`config.mk`:
```
export PLATFORM = sky130hd
export DESIGN_NAME = irom_loader
export DESIGN_NICKNAME = d
export VERILOG_FILES = /design/src/rtl/irom_loader_pkg.sv /design/src/rtl/loader_word_asm.sv /design/src/rtl/irom_loader.sv
export SDC_FILE = /design/constraint.sdc
export NUM_CORES = 1
export LEC_CHECK = 0
export BUFFER_PORTS_ARGS = -buffer_cell sky130_fd_sc_hd__buf_2
export CAP_MARGIN = 20
export CORE_AREA = 4 4 117 130
export CTS_CLUSTER_DIAMETER = 100
export CTS_CLUSTER_SIZE = 20
export DETAILED_ROUTE_END_ITERATION = 16
export DIE_AREA = 0 0 121 134
export GPL_TIMING_DRIVEN = 1
export PLACE_DENSITY = 0.54
export SETUP_SLACK_MARGIN = 0.3
export SYNTH_ARGS = -nofsm -noshare
export SYNTH_HDL_FRONTEND = slang
export SYNTH_SLANG_ARGS = --single-unit
```
`constraint.sdc`:
```
create_clock -name i_clk -period 2 [get_ports i_clk]
set_clock_uncertainty 0.15 [all_clocks]
set_input_delay 0.4 -clock i_clk [delete_from_list [all_inputs] [get_ports i_clk]]
set_output_delay 0.4 -clock i_clk [all_outputs]
set_load 0.1 [all_outputs]
```
`src/rtl/irom_loader_pkg.sv`:
```
// Shared definitions for the IROM boot loader: frame marker, FSM states, word sizing.
package irom_loader_pkg;

  localparam logic [7:0] SYNC_BYTE_DEFAULT = 8'hA5;

  typedef enum logic [3:0] {
    ST_IDLE   = 4'd0,
    ST_ADDR_H = 4'd1,
    ST_ADDR_L = 4'd2,
    ST_CNT_H  = 4'd3,
    ST_CNT_L  = 4'd4,
    ST_DATA   = 4'd5,
    ST_CSUM   = 4'd6,
    ST_DONE   = 4'd7,
    ST_ERR    = 4'd8
  } state_t;

  // Bytes needed to carry one instruction word.
  function automatic int unsigned nb_of(input int unsigned data_w);
    return (data_w + 32'd7) / 32'd8;
  endfunction

endpackage

```
`src/rtl/loader_word_asm.sv`:
```
// Little-endian byte-to-word assembler: byte i of a word lands in bits [8i+7:8i].
module loader_word_asm
  import irom_loader_pkg::*;
#(
  parameter int unsigned DATA_W = 24
) (
  input  logic              clk,
  input  logic              rst,
  input  logic              en,
  input  logic [7:0]        rx_byte,
  output logic [DATA_W-1:0] word,
  output logic              word_ready
);

  localparam int unsigned NB    = nb_of(DATA_W);
  localparam int unsigned IDX_W = (NB > 1) ? $clog2(NB) : 1;
  localparam int unsigned BUF_W = NB * 8;

  logic [IDX_W-1:0] idx;
  logic [BUF_W-1:0] shreg;
  logic [BUF_W-1:0] merged;

  // Word as it looks with the incoming byte folded in; bits above DATA_W are dropped.
  always_comb begin
    merged     = shreg | (BUF_W'(rx_byte) << (8 * idx));
    word       = merged[DATA_W-1:0];
    word_ready = en && (idx == IDX_W'(NB - 1));
  end

  // Byte index and partial-word storage; cleared after each completed word.
  always_ff @(posedge clk) begin
    if (rst) begin
      idx   <= '0;
      shreg <= '0;
    end else if (en) begin
      if (idx == IDX_W'(NB - 1)) begin
        idx   <= '0;
        shreg <= '0;
      end else begin
        idx   <= idx + IDX_W'(1);
        shreg <= merged;
      end
    end
  end

endmodule

```
`src/rtl/irom_loader.sv`:
```
// Byte-stream boot loader: parses framed program images into IROM writes and
// holds the CPU in reset until a frame with a good checksum has been loaded.
module irom_loader
  import irom_loader_pkg::*;
#(
  parameter int unsigned DATA_W    = 24,
  parameter int unsigned ADDR_W    = 10,
  parameter logic [7:0]  SYNC_BYTE = SYNC_BYTE_DEFAULT
) (
  input  logic              i_clk,
  input  logic              i_rst,
  input  logic              i_clk_en,
  input  logic [7:0]        i_rx_data,
  input  logic              i_rx_valid,
  output logic              o_rx_ready,
  output logic              o_we,
  output logic [ADDR_W-1:0] o_waddr,
  output logic [DATA_W-1:0] o_wdata,
  output logic              o_cpu_rstb,
  output logic              o_done,
  output logic              o_err
);

  state_t            state;
  logic [7:0]        addr_h;
  logic [7:0]        cnt_h;
  logic [7:0]        csum;
  logic [ADDR_W-1:0] addr;
  logic [15:0]       count;
  logic              we_q;
  logic              acc;
  logic              in_data;
  logic              word_ready;
  logic [DATA_W-1:0] word;
  logic              is_sync;

  // Handshake: ready everywhere but DONE, never while frozen or in reset.
  assign o_rx_ready = i_clk_en && !i_rst && (state != ST_DONE);
  assign acc        = o_rx_ready && i_rx_valid;
  assign in_data    = acc && (state == ST_DATA);
  assign is_sync    = (i_rx_data == SYNC_BYTE);
  // A strobe caught by a frozen cycle is presented on the next enabled cycle.
  assign o_we       = we_q && i_clk_en;

  loader_word_asm #(.DATA_W(DATA_W)) u_word_asm (
    .clk        (i_clk),
    .rst        (i_rst),
    .en         (in_data),
    .rx_byte    (i_rx_data),
    .word       (word),
    .word_ready (word_ready)
  );

  // Frame parser, address/count tracking, checksum and status outputs.
  always_ff @(posedge i_clk) begin
    if (i_rst) begin
      state      <= ST_IDLE;
      addr_h     <= '0;
      cnt_h      <= '0;
      csum       <= '0;
      addr       <= '0;
      count      <= '0;
      we_q       <= 1'b0;
      o_waddr    <= '0;
      o_wdata    <= '0;
      o_cpu_rstb <= 1'b0;
      o_done     <= 1'b0;
      o_err      <= 1'b0;
    end else if (i_clk_en) begin
      we_q <= 1'b0;
      if (word_ready) begin
        we_q    <= 1'b1;
        o_waddr <= addr;
        o_wdata <= word;
        addr    <= addr + ADDR_W'(1);
      end
      if (acc) begin
        unique case (state)
          ST_IDLE: begin
            if (is_sync) begin
              csum  <= '0;
              state <= ST_ADDR_H;
            end
          end
          ST_ADDR_H: begin
            addr_h <= i_rx_data;
            state  <= ST_ADDR_L;
          end
          ST_ADDR_L: begin
            addr  <= ADDR_W'({addr_h, i_rx_data});
            state <= ST_CNT_H;
          end
          ST_CNT_H: begin
            cnt_h <= i_rx_data;
            state <= ST_CNT_L;
          end
          ST_CNT_L: begin
            count <= {cnt_h, i_rx_data};
            state <= ({cnt_h, i_rx_data} == 16'd0) ? ST_CSUM : ST_DATA;
          end
          ST_DATA: begin
            csum <= csum + i_rx_data;
            if (word_ready) begin
              count <= count - 16'd1;
              if (count == 16'd1) state <= ST_CSUM;
            end
          end
          ST_CSUM: begin
            if (i_rx_data == csum) begin
              o_done     <= 1'b1;
              o_cpu_rstb <= 1'b1;
              state      <= ST_DONE;
            end else begin
              o_err <= 1'b1;
              state <= ST_ERR;
            end
          end
          ST_DONE: begin
            state <= ST_DONE;
          end
          ST_ERR: begin
            if (is_sync) begin
              o_err <= 1'b0;
              csum  <= '0;
              state <= ST_ADDR_H;
            end
          end
          default: begin
            state <= ST_IDLE;
          end
        endcase
      end
    end
  end

endmodule

```
==> impl_metrics.py <==
metrics = {
    "status": {
        "outcome": "finished with violations",
        "violations": "negative setup slack",
    },
    "floorplan": {
        "rows": 45,
        "io_pins": 51,
        "core_area_mm2": 0.0138,
        "die_h_um": 134,
        "die_w_um": 121,
        "initial_utilization_pct": 37.4,
        "design.die.area_mm2": 0.0162,
    },
    "synthesis": {
        "syn_avg_cell_area_um2": 8.47,
        "ys_ff_latch": 111,
        "ys_types": 72,
        "netlist_area_mm2": 0.00516,
        "netlist_instances": 609,
        "syn_nets": 632,
        "synth_seq_area_share_pct": 43.1,
        "yosysWarnings": 0,
        "synth-main-ff-cell": "dfxtp_1",
        "synth-async-reset-ratio_pct": 0,
        "synth_edf_count": 0,
    },
    "clock_network": {
        "root_buffer": "clkbuf_16",
        "clk_pin_slew_ns": 0.08,
        "htree_levels": 3,
        "clk_path_buf_depth": 2,
        "numCtsBuffers": 9,
        "clock_sinks": 111,
        "insertion_delay_ns": 0.36,
        "cts_tree": "done",
    },
    "job": {
        "maxCapViolCount": 0,
    },
    "route": {
        "vias_per_cell": 5.32,
        "ant_nets": 0,
        "routed_wl_mm": 16.9,
        "vias": 5090,
        "routedWlPerCell_um": 17.7,
        "drc": 0,
        "drtIter0Drc": 261,
        "drtPass1Iterations": 5,
    },
    "global_routing": {
        "antenna_found_initial": 0,
        "track_usage_pct": 20.6,
        "grt_max_degree": 89,
        "grt_overflow": 0,
        "grt_pass1_wl_mm": 26.4,
        "first_global_vias": 5095,
    },
    "layout": {
        "diodes": 0,
        "fillers": 1175,
        "seqCellArea_mm2": 0.00225,
        "multiInputGateArea_mm2": 0.00344,
        "areaGrowthSynthToFinish_pct": 56.5,
        "num-nets-final": 787,
        "drive_gt1_share_pct": 50.7,
    },
    "timing": {
        "fin_crit_sh_pct": 106,
        "holdWs_ns": 0.306,
        "tightestPinTransition_ns": 0.483,
        "final-hold-violation-count": 0,
        "period_needed_ns": 2.11,
        "timing.final.ws_setup_ns": -0.113,
        "setup_viol": 3,
        "fmax_mhz": 473,
        "grt_setup_unrepaired": "yes",
        "maxSlewViolCount": 0,
        "relSlewSlack_pct": 67.8,
    },
    "critical_path": {
        "required_ns": 1.45,
        "end_kind": "output pin",
        "cp_num_buf_inv": 2,
        "path_delay_family": "simple AND/OR/NAND/NOR gates",
        "cp_cell_sequence": "buf_6, and4b_2, nor3b_4, buf_12",
        "critPathKind": "register to output pin",
        "r2r-start": "count[1]$_SDFFE_PP0P_",
        "cp_slowest_cell": "dfxtp_4",
        "cp-start-kind": "register",
        "arrival_ns": 1.56,
        "critPathMaxStageDelay_ns": 0.36,
        "startpoint": "state[1]$_SDFFE_PP0P_",
        "cp_max_fo": 3,
        "rrSetupSlack_ns": -0.07,
    },
    "placement": {
        "dp_hpwl_mm": 10.5,
        "port_buffers": 50,
        "gp_congestion": 0.847,
    },
    "power": {
        "power_leakage_nw": 3.12,
        "ir_worst_vdd_v": 0.000366,
        "power_density_mw_per_mm2": 525,
        "total_power_mw": 4.23,
    },
    "min_path": {
        "hp-class": "register to register",
        "hp-start": "o_wdata[6]$_SDFFE_PP0P_",
    },
}
==> layout by cell type, fill, tap and decap left out, types with 11 or more instances in the layout <==
master,instances
dfxtp_1,98
buf_4,82
nand2_1,58
nor2_1,48
a21oi_1,47
buf_6,40
a21oi_2,34
nand2_2,29
clkbuf_4,25
buf_2,15
nor3_1,14
nor2_2,13
and2_1,12
nand4_1,12
o21ai_1,12
clkbuf_16,11
==> cell families after synthesis <==
kind of cell,Yosys count,share of synthesized area (%)
compound gates,147,17.3
xor+xnor,7,1.19
fa+ha+maj,11,2.81
buf+inv,49,5.51
flops,111,43.1
mux,14,2.81
simple gates,270,27.2
==> routing by layer <==
metal / GRT usage [%] / wire (µm) / vias to the layer above
met5: 0 / 0 / -
met2: 36.4 / 8810 / 128
met3: 2.83 / 590 / 32
li1: - / - / 2471
met1: 25.2 / 7010 / 2459
met4: 8.19 / 507 / 0
==> worst reg2reg max path, delay by kind of cell (launching register included) <==
family,cells,cell delay (ns)
AND/OR/NAND/NOR,3,1.03
flip-flops,1,0.33
adder cells (fa/ha/maj),1,0.13
buffers and inverters,1,0.08
AO/OA/AOI/OAI,2,0.27
==> per-stage QoR <==
stage | worst slack (ns) | util, % | cell area, µm² | cells | setup TNS, ns
after CTS | -0.113 | 55.8 | 7700 | 946 | -0.235
final | -0.113 | 58.5 | 8070 | 957 | -0.214
after global routing | -0.141 | 58.5 | 8070 | 957 | -0.515
after detailed placement | -0.363 | 45.3 | 6250 | 880 | -4.57
after global placement | -0.243 | 45.3 | 6250 | 880 | -3.40
after floorplan | -0.122 | - | 5450 | 609 | -0.138
==> final timing paths <==
kind                                                 to  cells after the start
worst max-delay path                         o_rx_ready                      4
worst min-delay path            o_wdata[6]$_SDFFE_PP0P_                      2
worst max register to register    count[8]$_SDFFE_PP0P_                      7
worst min register to register  o_wdata[6]$_SDFFE_PP0P_                      2
==> registers in the layout, summed over array words and instances (netlist names) <==
register	flops
csum	8
state	4
o_waddr	10
cnt_h	8
o_err	1
we_q	1
o_wdata	24
u_word_asm.idx	2
o_done	1
u_word_asm.shreg	24
addr	10
addr_h	2
count	16
==> layout make-up <==
class,count,area share (%)
well taps,188,2.91
flip-flops and latches,111,27.9
repair buffers,186,22.7
inverters,6,0.310
clock inverters,6,0.713
clock buffers,10,2.84
multi-input cells,450,42.6
==> Yosys cell counts, types with 4 or more instances <==
cell type  instances  share of area, %
nand4b_1           4              0.68
clkbuf_1          22               1.6
nand2_1           92               6.7
nand4_1           12               1.5
clkbuf_8           7               1.9
ha_1              10               2.4
a22oi_1            4              0.58
nor4_1             8              0.97
nor3_1            25               2.4
and2_1            13               1.6
nand3_1            9              0.87
mux2i_1           10               1.9
dfxtp_1          111                43
a211oi_1           9               1.3
nor2_1            68               4.9
a21oi_1           80               7.8
xor2_1             4              0.68
o21ai_0           20               1.9
buf_2              7              0.68
inv_1              6              0.44
==> report_power, final <==
group	internal [mW]	switching (mW)	total, mW	leakage [nW]
clock	0.882	0.911	1.79	0.142
combinational	0.0852	0.153	0.238	2.07
sequential	2.20	0.000168	2.20	0.901
total	3.17	1.06	4.23	3.12
==> what timing repair did <==
action	CTS	global route
cloned	8	2
buffers inserted	42	9
setup endpoints to repair	108	138
hold buffers	0	0
gates resized for setup	192	79
pin swaps	91	23
No activity file was read; power rests on OpenSTA's default activity.
